## config.mk

```make
export PLATFORM = sky130hd
export DESIGN_NAME = obstacle_field
export DESIGN_NICKNAME = d
export VERILOG_FILES = /design/src/rtl/goose_pkg.sv /design/src/rtl/obstacle_lfsr.sv /design/src/rtl/obstacle_field.sv
export SDC_FILE = /design/constraint.sdc
export NUM_CORES = 1
export LEC_CHECK = 0
export BUFFER_PORTS_ARGS = -buffer_cell sky130_fd_sc_hd__buf_2
export CORE_MARGIN = 3
export CORE_UTILIZATION = 50
export CTS_CLUSTER_DIAMETER = 200
export DETAILED_ROUTE_END_ITERATION = 12
export PLACE_DENSITY = 0.73
export SYNTH_ARGS = -nofsm -noshare
export SYNTH_HDL_FRONTEND = slang
export SYNTH_SLANG_ARGS = --single-unit
```

## constraint.sdc

```tcl
create_clock -name clk_rand -period 14.1 [get_ports clk_rand]
set_input_delay 0 -clock clk_rand [delete_from_list [all_inputs] [get_ports clk_rand]]
set_output_delay 0 -clock clk_rand [all_outputs]
set_load 0.02 [all_outputs]
```

## src/rtl/goose_pkg.sv

```systemverilog
// goose_pkg: shared obstacle types, geometry, colours and LFSR taps for the runner game
package goose_pkg;
  typedef enum logic {FLOOR = 1'b0, FLYING = 1'b1} obj_type_e;
  typedef enum logic {RUN = 1'b0, FROZEN = 1'b1} field_state_e;
  localparam int GROUND_Y = 400;
  localparam int FLY_Y = 330;
  localparam int OBJ_W = 20;
  localparam int OBJ_H = 30;
  localparam logic [11:0] COL_FLOOR = 12'h0A0;
  localparam logic [11:0] COL_FLY = 12'hA50;
  localparam logic [15:0] LFSR_TAPS = 16'hB400;
endpackage

```

## src/rtl/obstacle_lfsr.sv

```systemverilog
// obstacle_lfsr: 16-bit Galois LFSR (taps 16,14,13,11) with seed and enable
module obstacle_lfsr
  import goose_pkg::*;
#(
  parameter logic [15:0] SEED = 16'hACE1
) (
  input  logic        clk_rand,
  input  logic        reset,
  input  logic        en,
  output logic [15:0] lfsr
);
  always_ff @(posedge clk_rand)
    if (reset) lfsr <= SEED;
    else if (en) lfsr <= {1'b0, lfsr[15:1]} ^ (lfsr[0] ? LFSR_TAPS : 16'h0);
endmodule

```

## src/rtl/obstacle_field.sv

```systemverilog
// obstacle_field: scrolling obstacle slots with LFSR-spaced spawns and a registered per-pixel hit query.
// Define OBSTACLE_FLYING_EN to give each spawn a random floor/flying type.
module obstacle_field #(
  parameter int          N_SLOTS     = 4,
  parameter int          XW          = 12,
  parameter int          SHIFT       = 5,
  parameter int          SPAWN_X     = 660,
  parameter int          OBJ_W       = goose_pkg::OBJ_W,
  parameter int          OBJ_H       = goose_pkg::OBJ_H,
  parameter int          GROUND_Y    = goose_pkg::GROUND_Y,
  parameter int          FLY_Y       = goose_pkg::FLY_Y,
  parameter int          GAP_START   = 400,
  parameter int          GAP_FLOOR   = 150,
  parameter int          RANGE_START = 150,
  parameter int          RANGE_FLOOR = 25,
  parameter logic [15:0] LFSR_SEED   = 16'hACE1,
  parameter logic [11:0] COL_FLOOR   = goose_pkg::COL_FLOOR,
  parameter logic [11:0] COL_FLY     = goose_pkg::COL_FLY
) (
  input  logic        clk_rand,
  input  logic        reset,
  input  logic        tick,
  input  logic        freeze,
  input  logic [15:0] score,
  input  logic [9:0]  px,
  input  logic [9:0]  py,
  output logic        obj_px,
  output logic [11:0] obj_rgb,
  output logic        frozen,
  output logic [3:0]  active_cnt
);
  import goose_pkg::*;
  localparam int IW = $clog2(N_SLOTS);
  typedef logic signed [XW:0] ext_t;
  localparam ext_t SH = ext_t'(SHIFT);
  localparam ext_t SX = ext_t'(SPAWN_X);
  localparam ext_t OW = ext_t'(OBJ_W);
  localparam ext_t XMIN = ext_t'(-(2 ** (XW - 1)));
  localparam logic [9:0] GB = 10'(GROUND_Y);
  localparam logic [9:0] GT = 10'(GROUND_Y - OBJ_H);
  field_state_e state, state_n;
  logic [N_SLOTS-1:0] active, keep, in_x, in_y;
  logic signed [XW-1:0] pos [N_SLOTS];
  logic signed [XW-1:0] last_pos;
  ext_t moved [N_SLOTS];
  ext_t last_dec, last_mv, pxe;
  logic [11:0] col [N_SLOTS];
  logic [9:0] next_gap, min_gap, min_new, gap_new;
  logic [7:0] range, range_new;
  logic [15:0] lfsr, prod;
  logic [16:0] diff;
  logic [IW-1:0] free_idx;
  logic [11:0] hit_rgb;
  logic tick_par, has_free, run_tick, spawn, hit, floor_band, unused_ok;
`ifdef OBSTACLE_FLYING_EN
  localparam logic [9:0] FB = 10'(FLY_Y);
  localparam logic [9:0] FT = 10'(FLY_Y - OBJ_H);
  logic [N_SLOTS-1:0] typ;
  logic fly_band;
  assign fly_band = py > FT && py <= FB;
`endif
  obstacle_lfsr #(.SEED(LFSR_SEED)) u_lfsr (
    .clk_rand(clk_rand),
    .reset(reset),
    .en(1'b1),
    .lfsr(lfsr)
  );
  always_ff @(posedge clk_rand) state <= reset ? RUN : state_n;
  always_comb state_n = (state == RUN && freeze) ? FROZEN : state;
  assign frozen = state == FROZEN;
  assign active_cnt = 4'($countones(active));
  assign run_tick = state == RUN && !freeze && tick;
  always_comb begin
    has_free = 1'b0;
    free_idx = '0;
    for (int i = N_SLOTS - 1; i >= 0; i--)
      if (!active[i]) begin
        has_free = 1'b1;
        free_idx = IW'(i);
      end
    for (int i = 0; i < N_SLOTS; i++) begin
      moved[i] = ext_t'(pos[i]) - SH;
      keep[i] = moved[i] >= -OW;
    end
  end
  // last_pos saturates so a long deferral cannot wrap it back to a large positive x
  assign last_dec = ext_t'(last_pos) - SH;
  assign last_mv = last_dec < XMIN ? XMIN : last_dec;
  assign diff = 17'(GAP_START) - {1'b0, score};
  assign min_new = (diff[16] || diff[15:0] < 16'(GAP_FLOOR)) ? 10'(GAP_FLOOR) : diff[9:0];
  assign range_new = (tick_par && range > 8'(RANGE_FLOOR)) ? range - 8'd1 : range;
  assign prod = lfsr[15:8] * range_new;
  assign gap_new = min_new + {2'b0, prod[15:8]};
  assign spawn = has_free && (SX - last_mv >= ext_t'({1'b0, next_gap}));
  assign unused_ok = ^{lfsr[7:0], prod[7:0], last_mv[XW], min_gap};
  assign pxe = ext_t'({1'b0, px});
  assign floor_band = py > GT && py <= GB;
  always_comb begin
    hit = 1'b0;
    hit_rgb = '0;
    for (int i = 0; i < N_SLOTS; i++) begin
      in_x[i] = pxe >= ext_t'(pos[i]) && pxe < ext_t'(pos[i]) + OW;
`ifdef OBSTACLE_FLYING_EN
      in_y[i] = obj_type_e'(typ[i]) == FLYING ? fly_band : floor_band;
      col[i] = obj_type_e'(typ[i]) == FLYING ? COL_FLY : COL_FLOOR;
`else
      in_y[i] = floor_band;
      col[i] = COL_FLOOR;
`endif
    end
    for (int i = N_SLOTS - 1; i >= 0; i--)
      if (active[i] && in_x[i] && in_y[i]) begin
        hit = 1'b1;
        hit_rgb = col[i];
      end
  end
  always_ff @(posedge clk_rand) begin
    if (reset) begin
      active <= N_SLOTS'(1);
      for (int i = 0; i < N_SLOTS; i++) pos[i] <= XW'(SPAWN_X);
      last_pos <= XW'(SPAWN_X);
      next_gap <= 10'(GAP_START);
      min_gap <= 10'(GAP_START);
      range <= 8'(RANGE_START);
      tick_par <= 1'b0;
`ifdef OBSTACLE_FLYING_EN
      typ <= '0;
`endif
      obj_px <= 1'b0;
      obj_rgb <= '0;
    end else begin
      obj_px <= hit;
      obj_rgb <= hit_rgb;
      if (run_tick) begin
        for (int i = 0; i < N_SLOTS; i++) begin
          if (active[i]) pos[i] <= moved[i][XW-1:0];
          active[i] <= active[i] && keep[i];
        end
        last_pos <= last_mv[XW-1:0];
        min_gap <= min_new;
        range <= range_new;
        tick_par <= ~tick_par;
        if (spawn) begin
          active[free_idx] <= 1'b1;
          pos[free_idx] <= XW'(SPAWN_X);
`ifdef OBSTACLE_FLYING_EN
          typ[free_idx] <= lfsr[0];
`endif
          last_pos <= XW'(SPAWN_X);
          next_gap <= gap_new;
        end
      end
    end
  end
endmodule

```

==> reports/summary.txt, run 1 <==
outcome: finished, final reports clean
clk sink count: 101
PortBufs: 46
# resized after CTS: 0
register area share after synthesis: 18.54%
DR WL/cell: 15.45 µm
Synth async-reset ratio: 0%
I/O pins: 58
#FFs+latches synth: 101
synth unique cells: 87
worst hold slack: 0.08127 ns
setup_tns: 0 ns
drt drc: 0
Critical-path top delay cell: or4_1
GR Overflow Total: 0
register-to-register setup slack: 6.08 ns
DPL Wire Length: 19.38 mm
Crit path top cell by count: fa_1
VDD IR-drop max: 0.1099 mV
final worst-path cycle share: 56.88%
CTS tree: done
post-DR vias/cell: 5.810
Setup crit end kind: flip-flop
Cells after Synth: 1,361
row cnt: 53
post-placement setup slack: 6.077 ns
Worst-Skew Late Latency: 0.37 ns
worst clock skew: 0.01169 ns
Slew @ Worst Pin: 0.7478 ns
Die Width: 153.7 µm
Clock Path Buffers: 2
Synth warnings: 0
antenna violations before repair: 0
H-tree depth: 3
critical path peak fanout: 8
root buf cell: clkbuf_16
DIE HEIGHT: 153.7 µm
Initial Utilization: 51.40%
Max Freq: 124.7 MHz
ANT cells: 0
startpoint types: flip-flop
Starting DRT DRC Count: 556
Non-Filler Instances: 1,646
CTS buffer count: 9
Placed Cells: 1,627
Core ar.: 21,220 µm²
power per cell area: 122.2 nW/µm²
setup ws final: 6.080 ns
total number of vias: 9,563
delay of the slowest cell on the worst path: 0.58 ns
largest net degree at the start of global routing: 57
vias in the first global route: 9,107
Final Hold Viols: 0
Fill cells: 2,037
Slew Viols, Final: 0
max capacitance violation total: 0
hold crit path type: in -> reg
multi-input logic area: 8127 µm²
register area: 2022 µm²
Area Growth Syn to Fin: 5.530%
fin crit period: 8.020 ns
worst setup path class: reg -> reg
EDFF count, synth: 0
Post-synth top flop: dfxtp_1
first-pass GRT wire length: 43.90 mm
Post-Syn Area per Cell: 8.014 µm²
RSZ-0062 raised after global routing: no
Initial DRT Pass Iterations: 5
Lkg Pwr: 4.782 nW
post-synthesis cell area: 10,910 µm²
fin nets: 1,585
share of layout cells above drive strength 1: 7.002%
Slew HR: 50.00%
DIE AREA: 23,620 µm²
Global Route Usage Sum: 21.94%
WP data required: 14.35 ns
RD Place Congestion: 0.8911
antenna viol nets, final: 0
# setup viols final: 0
clk slew on worst S/H paths: 0.07 ns
WP data arrival: 8.27 ns
wirelength, routed: 25.43 mm
==> final timing paths <==
check	endpoint	cells past startpoint	start
min reg2reg	u_lfsr.lfsr[0]	1	u_lfsr.lfsr[1]
min	u_lfsr.lfsr[3]	2	reset
max	next_gap[9]	27	range[0]
max reg2reg	next_gap[9]	27	range[0]
==> power by group <==
part	leakage [nW]	internal [mW]	total, mW	switching, mW
Sequential	0.822	0.303	0.324	0.0216
Clock	0.140	0.123	0.245	0.122
Combinational	3.82	0.340	0.836	0.497
Total	4.78	0.766	1.41	0.641
==> worst max-delay path: cells and delay by family (launching register included) <==
kind | cells | cell delay, ns
DFF | 1 | 0.47
muxes | 1 | 0.30
and+or+nand+nor | 4 | 1.17
xor gates and xnor gates | 2 | 0.78
buffers and inverters | 2 | 0.14
adders and majority gates | 7 | 2.83
AOI/OAI and AO/OA | 11 | 2.22
==> cells by family after synthesis <==
| kind of cell | share of synthesized area, % |
|---|---|
| simple gates | 23.84 |
| compound gates | 17.37 |
| buf+inv | 7.296 |
| fa+ha+maj | 23.08 |
| xor+xnor | 9.315 |
| flops | 18.54 |
| mux | 0.5277 |
| other cells | 0.03438 |
==> state kept, by name, summed over array words and instances, names as in the netlist <==
register	flops
u_lfsr.lfsr	16
last_pos	12
next_gap	10
active	4
pos	48
range	8
tick_par	1
frozen	1
obj_rgb	1
==> per-layer routing <==
layer	share of wire, %	vias to the layer above	global-route usage, %
li1	-	4802	-
met1	45	4519	28.47
met2	49	200	38.08
met3	3.4	42	2.674
met4	2.3	0	6.939
met5	0	-	0
==> Yosys cell counts (19+ instances only) <==
master    count  area share, %
ha_1        142             16
inv_1       115            4.0
dfxtp_1     101             19
nor2_1       96            3.3
xnor2_1      93            7.5
nand2_1      80            2.8
nor3_1       78            3.6
o21ai_0      64            2.9
a21oi_1      62            2.8
nand3_1      41            1.9
clkbuf_1     38            1.3
fa_1         37            6.8
nor2b_1      37            2.1
and2_1       34            2.0
or3_1        25            1.4
nand4_1      23            1.3
xor2_1       23            1.8
o21a_1       19            1.3
==> stage by stage <==
step | area [µm²] | total power [mW] | utilization, %
finish | 11510 | 1.406 | 54.24
CTS | 11510 | 1.419 | 54.24
global route | 11510 | 1.541 | 54.24
detailed placement | 11200 | 1.169 | 52.78
floorplan | 10940 | 1.002 | -
global placement | 11200 | 1.152 | 52.78
==> layout make-up <==
class	count	share of cell area, %
tap	275	2.989
inverter	117	3.816
multi-input combinational	1083	70.61
clock buffer	10	1.989
timing repair buffer	54	2.587
sequential	101	17.57
clock inverter	6	0.4457
==> repair_timing <==
| action | 4_1_cts | 5_1_grt |
|---|---|---|
| setup endpoints to repair | 0 | 0 |
| hold endpoints to repair | 2 | 0 |
| buffers inserted | 0 | 0 |
| hold buffers | 3 | 0 |
==> cells in the final DEF, fill, tap and decap left out, types with 6 or more instances in the layout <==
cell	n
a211oi_1	12
a21o_1	10
a21oi_1	62
a31oi_1	13
and2_1	34
buf_2	46
clkbuf_16	9
conb_1	11
dfxtp_1	101
fa_1	37
ha_1	142
inv_1	115
nand2_1	80
nand2b_1	15
nand3_1	41
nand4_1	23
nor2_1	96
nor2b_1	37
nor3_1	78
nor3b_1	6
nor4_1	15
o211ai_1	8
o21a_1	19
o21ai_0	64
o22ai_1	10
o31ai_1	14
or2_2	9
or3_1	25
or4_1	6
xnor2_1	93
xor2_1	23
Note: power is estimated with default switching activity, not from simulation.
==> run 2: changes to the inputs <==
--- a/config.mk
+++ b/config.mk
@@ -5,6 +5,7 @@
 export SDC_FILE = /design/constraint.sdc
 export NUM_CORES = 1
 export LEC_CHECK = 0
+export ABC_AREA = 1
 export BUFFER_PORTS_ARGS = -buffer_cell sky130_fd_sc_hd__buf_2
 export CORE_MARGIN = 3
 export CORE_UTILIZATION = 50
==> constraint.sdc (replaced) <==
create_clock -name clk_rand -period 8.4 [get_ports clk_rand]
set_input_delay 0 -clock clk_rand [delete_from_list [all_inputs] [get_ports clk_rand]]
set_output_delay 0 -clock clk_rand [all_outputs]
set_load 0.02 [all_outputs]
==> run 2 against run 1 <==
Against the previous run:
- final cell count increased by 14%
- combinational power increased by 81%
- critical endpoint is now next_gap[8]
- total power increased by 76%
- hold slack got worse by 0.059 ns
- register-to-register slack got worse by 5.1 ns
- sequential share of layout area about the same
- clock power increased by 73%
- first-iteration DRC count decreased by 7.6%
- global-route usage decreased by 0.52 points
- non-clock buffer count decreased by 2
- count of clock-buffer cells in the layout decreased by 1
- largest cell class unchanged
- sequential power increased by 69%
==> reports/summary.txt, run 2 <==
outcome: finished, final reports clean
register area share after synthesis: 18.82% (+0.28 points)
Slew HR: 16.08% (-34 points)
delay of the slowest cell on the worst path: 0.55 ns (-0.03 ns)
leading cell type in the layout, fill and taps excluded: inv_1
share of layout cells above drive strength 1: 5.926% (-1.1 points)
DPL Wire Length: 19.46 mm (+0.43%)
startpoint types: flip-flop
vias in the first global route: 9,257 (+1.6%)
largest register by flop count: pos
Non-Filler Instances: 1,873 (+14%)
most frequent cells in the layout: inv_1, nand2_1, nor2_1, ha_1, dfxtp_1
power per cell area: 215.3 nW/µm² (+76%)
Post-Syn Area per Cell: 6.887 µm² (-14%)
CTS tree: done
CTS buffer count: 9 (unchanged)
Setup crit end kind: flip-flop
first-pass GRT wire length: 42.51 mm (-3.2%)
Placed Cells: 1,854 (+14%)
worst setup path class: reg -> reg
# setup viols final: 0 (unchanged)
Die Width: 152.6 µm (-0.72%)
WP data arrival: 7.60 ns (-0.67 ns)
Worst-Skew Late Latency: 0.36 ns (about the same)
Clock Path Buffers: 2 (unchanged)
clk slew on worst S/H paths: 0.08 ns (about the same)
Fill cells: 2,058 (+1.0%)
H-tree depth: 3 (unchanged)
hold buffers post-CTS: 3 (unchanged)
Initial Utilization: 51.93% (+0.53 points)
DIE AREA: 23,280 µm² (-1.4%)
Lkg Pwr: 5.792 nW (+21%)
antenna viol nets, final: 0 (unchanged)
post-synthesis simple-gate area fraction: 25.15% (+1.3 points)
main combinational cell family by area after synthesis: simple AND/OR/NAND/NOR gates
Area Growth Syn to Fin: 7.115%
RSZ-0062 raised after global routing: no
Yosys top cell by area: dfxtp_1
VDD IR-drop max: 0.3018 mV (+170%)
Post-Synth Adder-Cell Area: 23.43% (+0.35 points)
fin nets: 1,817 (+15%)
ANT cells: 0 (unchanged)
Final Hold Viols: 0 (unchanged)
Starting DRT DRC Count: 514 (-7.6%)
Synth async-reset ratio: 0% (unchanged)
post-synthesis cell area: 10,740 µm² (-1.5%)
clk sink count: 101 (unchanged)
top flop regs: pos x48, u_lfsr.lfsr x16, last_pos x12
Global Route Usage Sum: 21.42% (-0.52 points)
Core ar.: 20,690 µm² (-2.5%)
Cells on Worst Hold Path: 4 (+2)
top-count cell post-synth: inv_1
RD Place Congestion: 0.8740 (-1.9%)
EDFF count, synth: 0 (unchanged)
mux contribution to synthesized area: 0% (-0.53 points)
top post-synthesis cells by count: inv_1, nand2_1, nor2_1
Crit path top cell by count: nand2_1
Reg2Reg Depth: 37 (+37%)
Critical-path top delay cell: fa_1
WP data required: 8.61 ns (-5.74 ns)
I/O pins: 58 (unchanged)
GR Overflow Total: 0 (unchanged)
Slew @ Worst Pin: 1.246 ns (+0.4978 ns)
wirelength, routed: 24.73 mm (-2.7%)
row cnt: 52 (-1.9%)
hold crit path type: in -> reg
Yosys top cell area share: 18.82% (+0.28 points)
Post-synth top flop: dfxtp_1
DR WL/cell: 13.21 µm (-15%)
DIE HEIGHT: 152.6 µm (-0.72%)
#FFs+latches synth: 101 (unchanged)
final worst-path cycle share: 87.93% (+31 points)
Post-Synth XOR/XNOR Area: 7.663% (-1.7 points)
max capacitance violation total: 0 (unchanged)
drt drc: 0 (unchanged)
Synth Area in Compound Gates: 13.46% (-3.9 points)
PortBufs: 46 (unchanged)
Synth area leaders: dfxtp_1, ha_1, inv_1
Cells after Synth: 1,560 (+15%)
setup_tns: 0 ns (unchanged)
worst clock skew: 0.008688 ns (-0.003006 ns)
synth unique cells: 51 (-41%)
Slew Viols, Final: 0 (unchanged)
Initial DRT Pass Iterations: 5 (unchanged)
fin crit period: 7.386 ns (-0.6341 ns)
Max Freq: 135.4 MHz (+8.6%)
total number of vias: 9,821 (+2.7%)
largest net degree at the start of global routing: 41 (-28%)
critical path peak fanout: 7 (-1)
Largest register FFs: 48 (unchanged)
Synth warnings: 0 (unchanged)
post-DR vias/cell: 5.243 (-9.7%)
# resized after CTS: 0 (unchanged)
antenna violations before repair: 0 (unchanged)
Post-CTS Setup Bufs: 0 (unchanged)
root buf cell: clkbuf_16
run 2: changes by cell type after synthesis, moves of 37 or more:
cell,change
xnor2_1,-84
nand2_1,+173
inv_1,+158
nor3_1,-44
nor2_1,+94
nand3_1,+42
xor2_1,+62
nor2b_1,-37
run 2: layout make-up:
type	count	area (µm²)	share of cell area (%)
clock inverter	7	73.82	0.6414
multi-input combinational	1158	7531	65.44
inverter	276	1036	9.002
timing repair buffer	52	282.8	2.457
sequential	101	2022	17.57
clock buffer	9	225.2	1.957
tap	270	337.8	2.935
run 2: metrics by stage:
step | setup WS [ns] | power (mW) | hold WS (ns) | instance area [µm²] | utilization, %
4_1_cts | 1.078 | 2.483 | 0.01845 | 11510 | 55.62
5_1_grt | 0.2824 | 2.750 | 0.02834 | 11510 | 55.62
3_3_place_gp | 1.282 | 2.010 | 0.2153 | 11180 | 54.03
3_5_place_dp | 1.139 | 2.044 | 0.2288 | 11180 | 54.03
2_1_floorplan | 1.807 | 1.736 | 0.1257 | 10780 | -
6_report | 1.014 | 2.478 | 0.02198 | 11510 | 55.62
run 2: where the power goes:
group          internal [mW]  switching, mW
sequential             0.516         0.0307
clock                  0.212          0.213
combinational          0.583          0.923
total                   1.31           1.17
run 2: cells by family (layout without fill, tap and decap cells):
group | Yosys count | count (layout)
buffers and inverters | 311 | 344
adder cells (fa/ha/maj) | 179 | 179
AND/OR/NAND/NOR | 615 | 615
AO/OA/AOI/OAI | 259 | 259
XOR/XNOR | 94 | 94
flip-flops | 101 | 101
other | 1 | 11
run 2: path summary, 6_finish.rpt:
check	slack [ns]	startpoint	endpoint
worst max register to register	1.01	range[0]	next_gap[8]
worst min-delay path	0.02	py[7]	obj_rgb[5]
worst max-delay path	1.01	range[0]	next_gap[8]
worst min register to register	0.41	u_lfsr.lfsr[5]	u_lfsr.lfsr[4]
run 2: critical path: cells and delay by family (launching register included):
family | cells | cell delay [ns]
compound gates | 8 | 1.49
xor+xnor | 1 | 0.13
fa+ha+maj | 8 | 3.16
buf+inv | 5 | 0.37
flops | 1 | 0.39
simple gates | 15 | 1.72
run 2: routing by layer:
metal,vias up,share of wire [%],routed length (µm),GRT usage (%)
met3,25,4.0,991,2.641
met5,-,0,0,0
li1,5122,-,-,-
met4,0,1.4,352,5.303
met2,179,46,11430,36.02
met1,4495,48,11960,29.37
